`config.mk`:
```
export PLATFORM = sky130hd
export DESIGN_NAME = tlul_host_arb_ot
export DESIGN_NICKNAME = d
export VERILOG_FILES = /design/src/rtl/tlul_host_arb_ot.sv
export SDC_FILE = /design/constraint.sdc
export NUM_CORES = 1
export LEC_CHECK = 0
export ABC_AREA = 1
export CAP_MARGIN = 40
export CELL_PAD_IN_SITES_DETAIL_PLACEMENT = 0
export CELL_PAD_IN_SITES_GLOBAL_PLACEMENT = 1
export CORE_MARGIN = 2
export CORE_UTILIZATION = 25
export CTS_CLUSTER_SIZE = 28
export DETAILED_ROUTE_END_ITERATION = 12
export GPL_TIMING_DRIVEN = 0
export PLACE_DENSITY_LB_ADDON = 0.15
export RECOVER_POWER = 100
export SLEW_MARGIN = 25
export SYNTH_ARGS = -nofsm -noshare
export SYNTH_HDL_FRONTEND = slang
export SYNTH_SLANG_ARGS = --single-unit
export TNS_END_PERCENT = 50
```
`constraint.sdc`:
```
create_clock -name clk_i -period 3.58 [get_ports clk_i]
set_clock_uncertainty 0.05 [all_clocks]
set_input_delay 0.537 -clock clk_i [delete_from_list [all_inputs] [get_ports clk_i]]
set_output_delay 0.537 -clock clk_i [all_outputs]
set_load 0.03 [all_outputs]
```
`src/rtl/tlul_host_arb_ot.sv`:
```
// Round-robin A-channel arbiter for the host side of an M:1 TL-UL socket.
// It caps in-flight requests per host and retires them on D-channel handshakes.
module tlul_host_arb_ot #(
    parameter  int N      = 4,
    parameter  int MaxOut = 4,
    localparam int IdxW   = $clog2(N),
    localparam int CntW   = $clog2(MaxOut + 1)
) (
    input  logic              clk_i,
    input  logic              rst_i,
    input  logic [N-1:0]      req_i,
    output logic [N-1:0]      gnt_o,
    output logic              valid_o,
    output logic [IdxW-1:0]   idx_o,
    input  logic              ready_i,
    input  logic              rsp_valid_i,
    input  logic              rsp_ready_i,
    input  logic [IdxW-1:0]   rsp_idx_i,
    output logic [N*CntW-1:0] outstanding_o,
    output logic [N-1:0]      full_o,
    output logic              err_o,
    output logic              lock_state_o
);

    // Handshakes: a beat transfers on a cycle where valid and ready are both
    // high; once valid is raised toward the device, the selected host stays
    // fixed until that beat transfers or the host withdraws its request.

    typedef enum logic {
        ST_IDLE = 1'b0,
        ST_HOLD = 1'b1
    } lock_state_e;

    lock_state_e     state_q, state_d;
    logic [IdxW-1:0] ptr_q, ptr_d;
    logic [IdxW-1:0] lidx_q;
    logic [IdxW-1:0] idx_q;
    logic [IdxW-1:0] sel_idx;
    logic [CntW-1:0] cnt_q [N];
    logic [CntW-1:0] cnt_d [N];
    logic [N-1:0]    elig;
    logic [N-1:0]    inc_v, dec_v;
    logic            acc, ret, rsp_legal, underflow, err_q, err_d;

    assign lock_state_o = state_q;
    assign err_o        = err_q;

    // Only a non-power-of-two host count can produce an out-of-range source.
    if ((1 << IdxW) == N) begin : g_rsp_pow2
        assign rsp_legal = 1'b1;
    end else begin : g_rsp_range
        assign rsp_legal = (rsp_idx_i < IdxW'(N));
    end

    always_comb begin
        for (int i = 0; i < N; i++) begin
            elig[i] = req_i[i] && (cnt_q[i] < CntW'(MaxOut));
        end
    end

    // First eligible host scanning upward from ptr, wrapping mod N.
    always_comb begin
        logic            found;
        logic [IdxW-1:0] jj;
        int              j;
        sel_idx = ptr_q;
        found   = 1'b0;
        jj      = '0;
        j       = 0;
        for (int k = 0; k < N; k++) begin
            j  = (int'(ptr_q) + k) % N;
            jj = IdxW'(j);
            if (!found && elig[jj]) begin
                sel_idx = jj;
                found   = 1'b1;
            end
        end
    end

    always_comb begin
        valid_o = 1'b0;
        idx_o   = idx_q;
        state_d = state_q;
        if (state_q == ST_HOLD) begin
            idx_o   = lidx_q;
            valid_o = req_i[lidx_q];
        end else if (|elig) begin
            idx_o   = sel_idx;
            valid_o = 1'b1;
        end

        acc = valid_o && ready_i;
        case (state_q)
            ST_IDLE: if (valid_o && !ready_i) state_d = ST_HOLD;
            ST_HOLD: if (ready_i || !req_i[lidx_q]) state_d = ST_IDLE;
            default: state_d = ST_IDLE;
        endcase

        ptr_d = (idx_o == IdxW'(N - 1)) ? '0 : idx_o + 1'b1;
    end

    always_comb begin
        for (int i = 0; i < N; i++) begin
            gnt_o[i] = acc && (idx_o == IdxW'(i));
        end
    end

    assign ret = rsp_valid_i && rsp_ready_i;

    // A same-host accept and retire cancel; a lone retire at zero is an error.
    always_comb begin
        underflow = 1'b0;
        for (int i = 0; i < N; i++) begin
            inc_v[i] = acc && (idx_o == IdxW'(i));
            dec_v[i] = ret && rsp_legal && (rsp_idx_i == IdxW'(i));
            cnt_d[i] = cnt_q[i];
            if (inc_v[i] && !dec_v[i]) begin
                cnt_d[i] = cnt_q[i] + CntW'(1);
            end else if (dec_v[i] && !inc_v[i]) begin
                if (cnt_q[i] == '0) begin
                    underflow = 1'b1;
                end else begin
                    cnt_d[i] = cnt_q[i] - CntW'(1);
                end
            end
        end
        err_d = underflow || (ret && !rsp_legal);
    end

    always_comb begin
        for (int i = 0; i < N; i++) begin
            outstanding_o[i*CntW +: CntW] = cnt_q[i];
            full_o[i]                     = (cnt_q[i] == CntW'(MaxOut));
        end
    end

    always_ff @(posedge clk_i) begin
        if (rst_i) begin
            state_q <= ST_IDLE;
            ptr_q   <= '0;
            lidx_q  <= '0;
            idx_q   <= '0;
            err_q   <= 1'b0;
            for (int i = 0; i < N; i++) begin
                cnt_q[i] <= '0;
            end
        end else begin
            state_q <= state_d;
            idx_q   <= idx_o;
            err_q   <= err_d;
            if (state_q == ST_IDLE && valid_o && !ready_i) begin
                lidx_q <= idx_o;
            end
            if (acc) begin
                ptr_q <= ptr_d;
            end
            for (int i = 0; i < N; i++) begin
                cnt_q[i] <= cnt_d[i];
            end
        end
    end

endmodule

```
After elaboration in Yosys (flattened, before gate mapping)
Memories as Yosys holds them, arrays and structs flattened.
Cells that the tools add are included.
{"block": "word_totals", "mem_bits_rw": 12, "elab_cells": 146, "ff_bits": 8, "input_bits": 11, "memories": 1}
{"block": "classes", "reduce_logical": 49, "bitwise_logic": 5, "eq_ne": 10, "n_lt_le_gt_ge": 9, "mux": 55, "add_sub_neg": 12}
{"memory": "cnt_q", "words": 4, "word_bits": 3, "rd": 4, "rd_clocked_by_memory_dff": 0, "write_ports": 4, "line": "39", "source": "logic [CntW-1:0] cnt_q [N];"}
{"cell": "$mux 3", "n": 16}
{"cell": "$logic_and 1x1->1", "n": 28}
{"cell": "$mux 1", "n": 27}
{"cell": "$lt 2x3->1 const B", "n": 5}
{"cell": "$logic_not 1->1", "n": 13}
{"cell": "$add 3x1->3 const B", "n": 4}
{"cell": "$eq 3x3->1 const B", "n": 4}
{"cell": "$logic_not 3->1", "n": 4}
{"cell": "$lt 3x3->1 const B", "n": 4}
{"cell": "$mux 2", "n": 6}
{"cell": "$sub 3x1->3 const B", "n": 4}
{"cell": "$bmux 1 s2", "n": 5}
{"cell": "$eq 2x2->1 const B", "n": 4}
{"cell": "$add 2x1->2 const B", "n": 2}
{"cell": "$add 2x2->2 const B", "n": 2}
{"cell": "$eq 2x1->1 const B", "n": 2}
{"cell": "$logic_not 2->1", "n": 2}
{"cell": "$or 1x1->1", "n": 4}
{"cell": "$reduce_or 4->1", "n": 1}
{"cell": "$pmux 1 s2", "n": 1}
{"cell": "$logic_or 1x1->1", "n": 1}
{"cell": "$not 1->1", "n": 1}

Longest topological paths before layout
An unclocked memory read counts as a cell.
{"block": "depth", "word_depth": 32, "depth_mapped": 24}

Least setup slack after synthesis
Ideal clock, no wire load.
{"block": "synth_path", "kind": "reg2reg", "start": "mem cnt_q[2][2] (netlist name)", "end": "mem cnt_q[1][2] (netlist name)", "path_slack_ns": 0.209, "arrival_ns": 3.201, "synth_period_minus_slack_ns": 3.371, "setup_time_ns": 0.120, "path_stages_with_launch": 23, "path_cell_list": "dfxtp_1 inv_2 nand3_1 nand2_1 nand2_2 nand2_2 a21oi_2 nand2_2 nand2_1 o21ai_1 nand2_1 nand2_2 inv_1 ha_1 nand2_1 inv_1 ha_1 inv_1 fa_1 xnor2_1 nand2_1 o21ai_0 a21oi_1"}
{"element": "from (decl)", "line": "39"}

Worst setup path after layout
{"block": "layout_path", "start": "reg ptr_q[1]", "end": "out idx_o[0]"}
{"block": "layout_between", "elab_chain_len": 14}
{"element": "from (decl)", "line": "35", "source": "logic [IdxW-1:0] ptr_q, ptr_d;"}
{"element": "from (signal assigned)", "line": "155", "source": "ptr_q <= ptr_d;"}
{"element": "branches (longest 11 deep; another with $add 2x1->2)"}
{"element": "$mux 2 *", "line": "73", "source": "if (!found && elig[jj]) begin"}
{"element": "$mux 2 *", "line": "87", "source": "end else if (|elig) begin"}
{"element": "$mux 2 *", "line": "84", "source": "if (state_q == ST_HOLD) begin"}
{"element": "to (decl)", "line": "14", "source": "output logic [IdxW-1:0] idx_o,"}
Every way passes the cells marked *. The select of a mux whose other input is x is not followed.

==> metrics.cfg <==
[yosys]
synthAdderAreaFrac_pct=15.0
synthesis.area_um2=1530
yosys.area_share.simple_pct=28.8
synth.distinct_cells=27
ys_ff_latch=20
seq_area_frac_synth_pct=26.1
syn_inst=217
synth_top_area_share_pct=26.1
synthXorXnorAreaFrac_pct=2.29
synth_warnings=0
muxShareOfSynthArea_pct=0
synth-compound-area-share_pct=16.9
avgSynthCellArea_um2=7.06
synth_top_cell_by_area=dfxtp_1
syn-num-nets=244
yosys-top-cells-area=dfxtp_1 (26%), ha_1 (9.8%), nand2_1 (9.3%)
synth_top_family_by_area=simple AND/OR/NAND/NOR gates

[placement]
dp_hpwl_mm=3.19
port_buffers=35
place.gp.congestion=0.778

[sta]
holdWs_ns=0.480
finalSetupViolCount=0
maxSlewHeadroom_pct=66.3
rsz0062_at_grt=no
worstMarginPinSlew_ns=0.501
fin_crit_ns=3.18
fmax_mhz=314
maxSlewViolCount=0
hold_violations=0
period_share_pct=88.9

[grt]
grt_first_pass_wirelength_mm=6.64
grt.busiest_layer=met2
antenna_found_initial=0
grt_util_met2_pct=20.1
grt_pass1_vias=1444
gr-total-overflow=0
met1_usage_pct=17.8
grt.total_usage_pct=12.9
met3_usage_pct=2.17
grt_max_degree=13

[cells_and_area]
nNetsFinal=285
drive_gt1_share_pct=13.6
mostFrequentLayoutCell=nand2_1
final_util_pct=35.0
final.fill_count=648
syn_to_final_growth_pct=35.5
antenna_cells=0
final_cell_mix=nand2_1 (38), inv_1 (31), dlygate4sd3_1 (21)

[critical_path]
cp_max_fo=7
crit_path_end_kind=primary output
critical_path_required_ns=2.99
startpoint_type=flip-flop
critPathKind=flip-flop to primary output
arrival_ns=2.59

[floorplan]
core_area_um2=5920
die_y_um=82.3
dieArea_um2=6770
die_x_um=82.3
rows=28
io_pins=36
initial_utilization_pct=25.9

[cts]
clkTransAtPathRegs_ns=0.07
cts_hold_buf=0
cts_tree=done
cts.sinks=20
clk_latency_ns=0.26
cts_htree_levels=1
clk_path_buf_depth=2
numCtsBuffers=3
cts_root_buf=clkbuf_8

[detailed_routing]
vias_per_cell=4.51
ant_nets=0
totalWireLength_mm=3.93
dr.pass1.iters=4
drt_iter0_drc=27
wl_per_cell_um=11.8
vias=1497
drc=0

[pwr]
cellLeakagePower_nw=1.01
p_per_area_nw_per_um2=550
irDropWorstVdd_v=0.000162
power.total_mw=1.14

[worst_hold_path]
worstHoldPathType=flip-flop to flip-flop

[outcome]
status=completed

[flow_run]
drv_cap=0

## where the power goes
part           switching (mW)  internal [mW]
logic                   0.394          0.224
registers              0.0372          0.258
clock network          0.0788          0.149
## Yosys cell counts
cell,number
a211oi_2,1
a21oi_1,15
a21oi_2,3
a31oi_1,4
a41oi_1,1
buf_6,1
clkbuf_1,1
dfxtp_1,20
fa_1,4
ha_1,12
inv_1,31
inv_2,6
inv_8,1
nand2_1,38
nand2_2,10
nand3_1,17
nand3_2,4
nand4_1,4
nor2_1,8
nor2_2,1
nor3_1,10
o211ai_1,1
o21a_1,1
o21ai_0,16
o21ai_1,2
o22ai_1,1
xnor2_1,4
## cells by family (layout without fill, tap and decap cells)
kind of cell,after synthesis,count (layout)
adders and majority gates,16,16
xor gates and xnor gates,4,4
DFF,20,20
buffers and inverters,40,80
AOI/OAI and AO/OA,45,45
and+or+nand+nor,92,92
## repair_timing
item	CTS	global route
endpoints found under the hold margin	0	0
pin swaps	0	3
endpoints found under the setup margin	4	11
gates resized for setup	4	15
buffers inserted	0	1
## flip-flops by register name (all words and copies together), names as in the netlist
register / cells
lidx_q: 2
cnt_q: 12
ptr_q: 2
idx_q: 2
err_o: 1
lock_state_o: 1
## stage by stage
stage / std cells / setup TNS (ns) / setup WS, ns / area [um^2]
finish: 332 / 0 / 0.399 / 2070
global route: 332 / 0 / 0.0834 / 2070
CTS: 331 / 0 / 0.0910 / 2040
detailed placement: 327 / -1.19 / -0.181 / 1980
global placement: 327 / -1.28 / -0.195 / 1980
floorplan: 217 / 0 / 0.209 / 1530
## critical path, stage by stage, from the launching register on
cell and delay (ns):
dfxtp_1 0.47, inv_1 0.18, nand2_2 0.09, nand2_2 0.08
nand2_2 0.08, nand2_2 0.07, a21oi_2 0.13, nand2_2 0.08
nand2_1 0.05, o21ai_1 0.06, nand2_1 0.11, nand2_2 0.10
inv_2 0.07, dlygate4sd3_1 0.75
## final timing paths
path	from	slack [ns]	cells after the start	to
worst min register to register	cnt_q[0][0]	0.48	1	cnt_q[0][0]
worst max register to register	ptr_q[1]	0.42	22	cnt_q[3][2]
worst max-delay path	ptr_q[1]	0.40	13	idx_o[0]
worst min-delay path	cnt_q[0][0]	0.48	1	cnt_q[0][0]
## area by class of cell
| cell class | count | area, um^2 | share of cell area [%] |
|---|---|---|---|
| Timing Repair Buffer | 36 | 363 | 17.5 |
| Multi-Input combinational cell | 157 | 981 | 47.3 |
| Inverter | 38 | 150 | 7.24 |
| Tap cell | 75 | 93.8 | 4.52 |
| Clock buffer | 3 | 41.3 | 1.99 |
| Clock inverter | 1 | 30.0 | 1.45 |
| Buffer | 2 | 15.0 | 0.724 |
| Sequential cell | 20 | 400 | 19.3 |
## per-layer routing
| layer | share of wire, % | vias to the layer above |
|---|---|---|
| li1 | - | 802 |
| met5 | 0 | - |
| met2 | 44 | 24 |
| met4 | 1.3 | 0 |
| met3 | 3.9 | 5 |
| met1 | 51 | 666 |
Note: power is estimated with default switching activity, not from simulation.
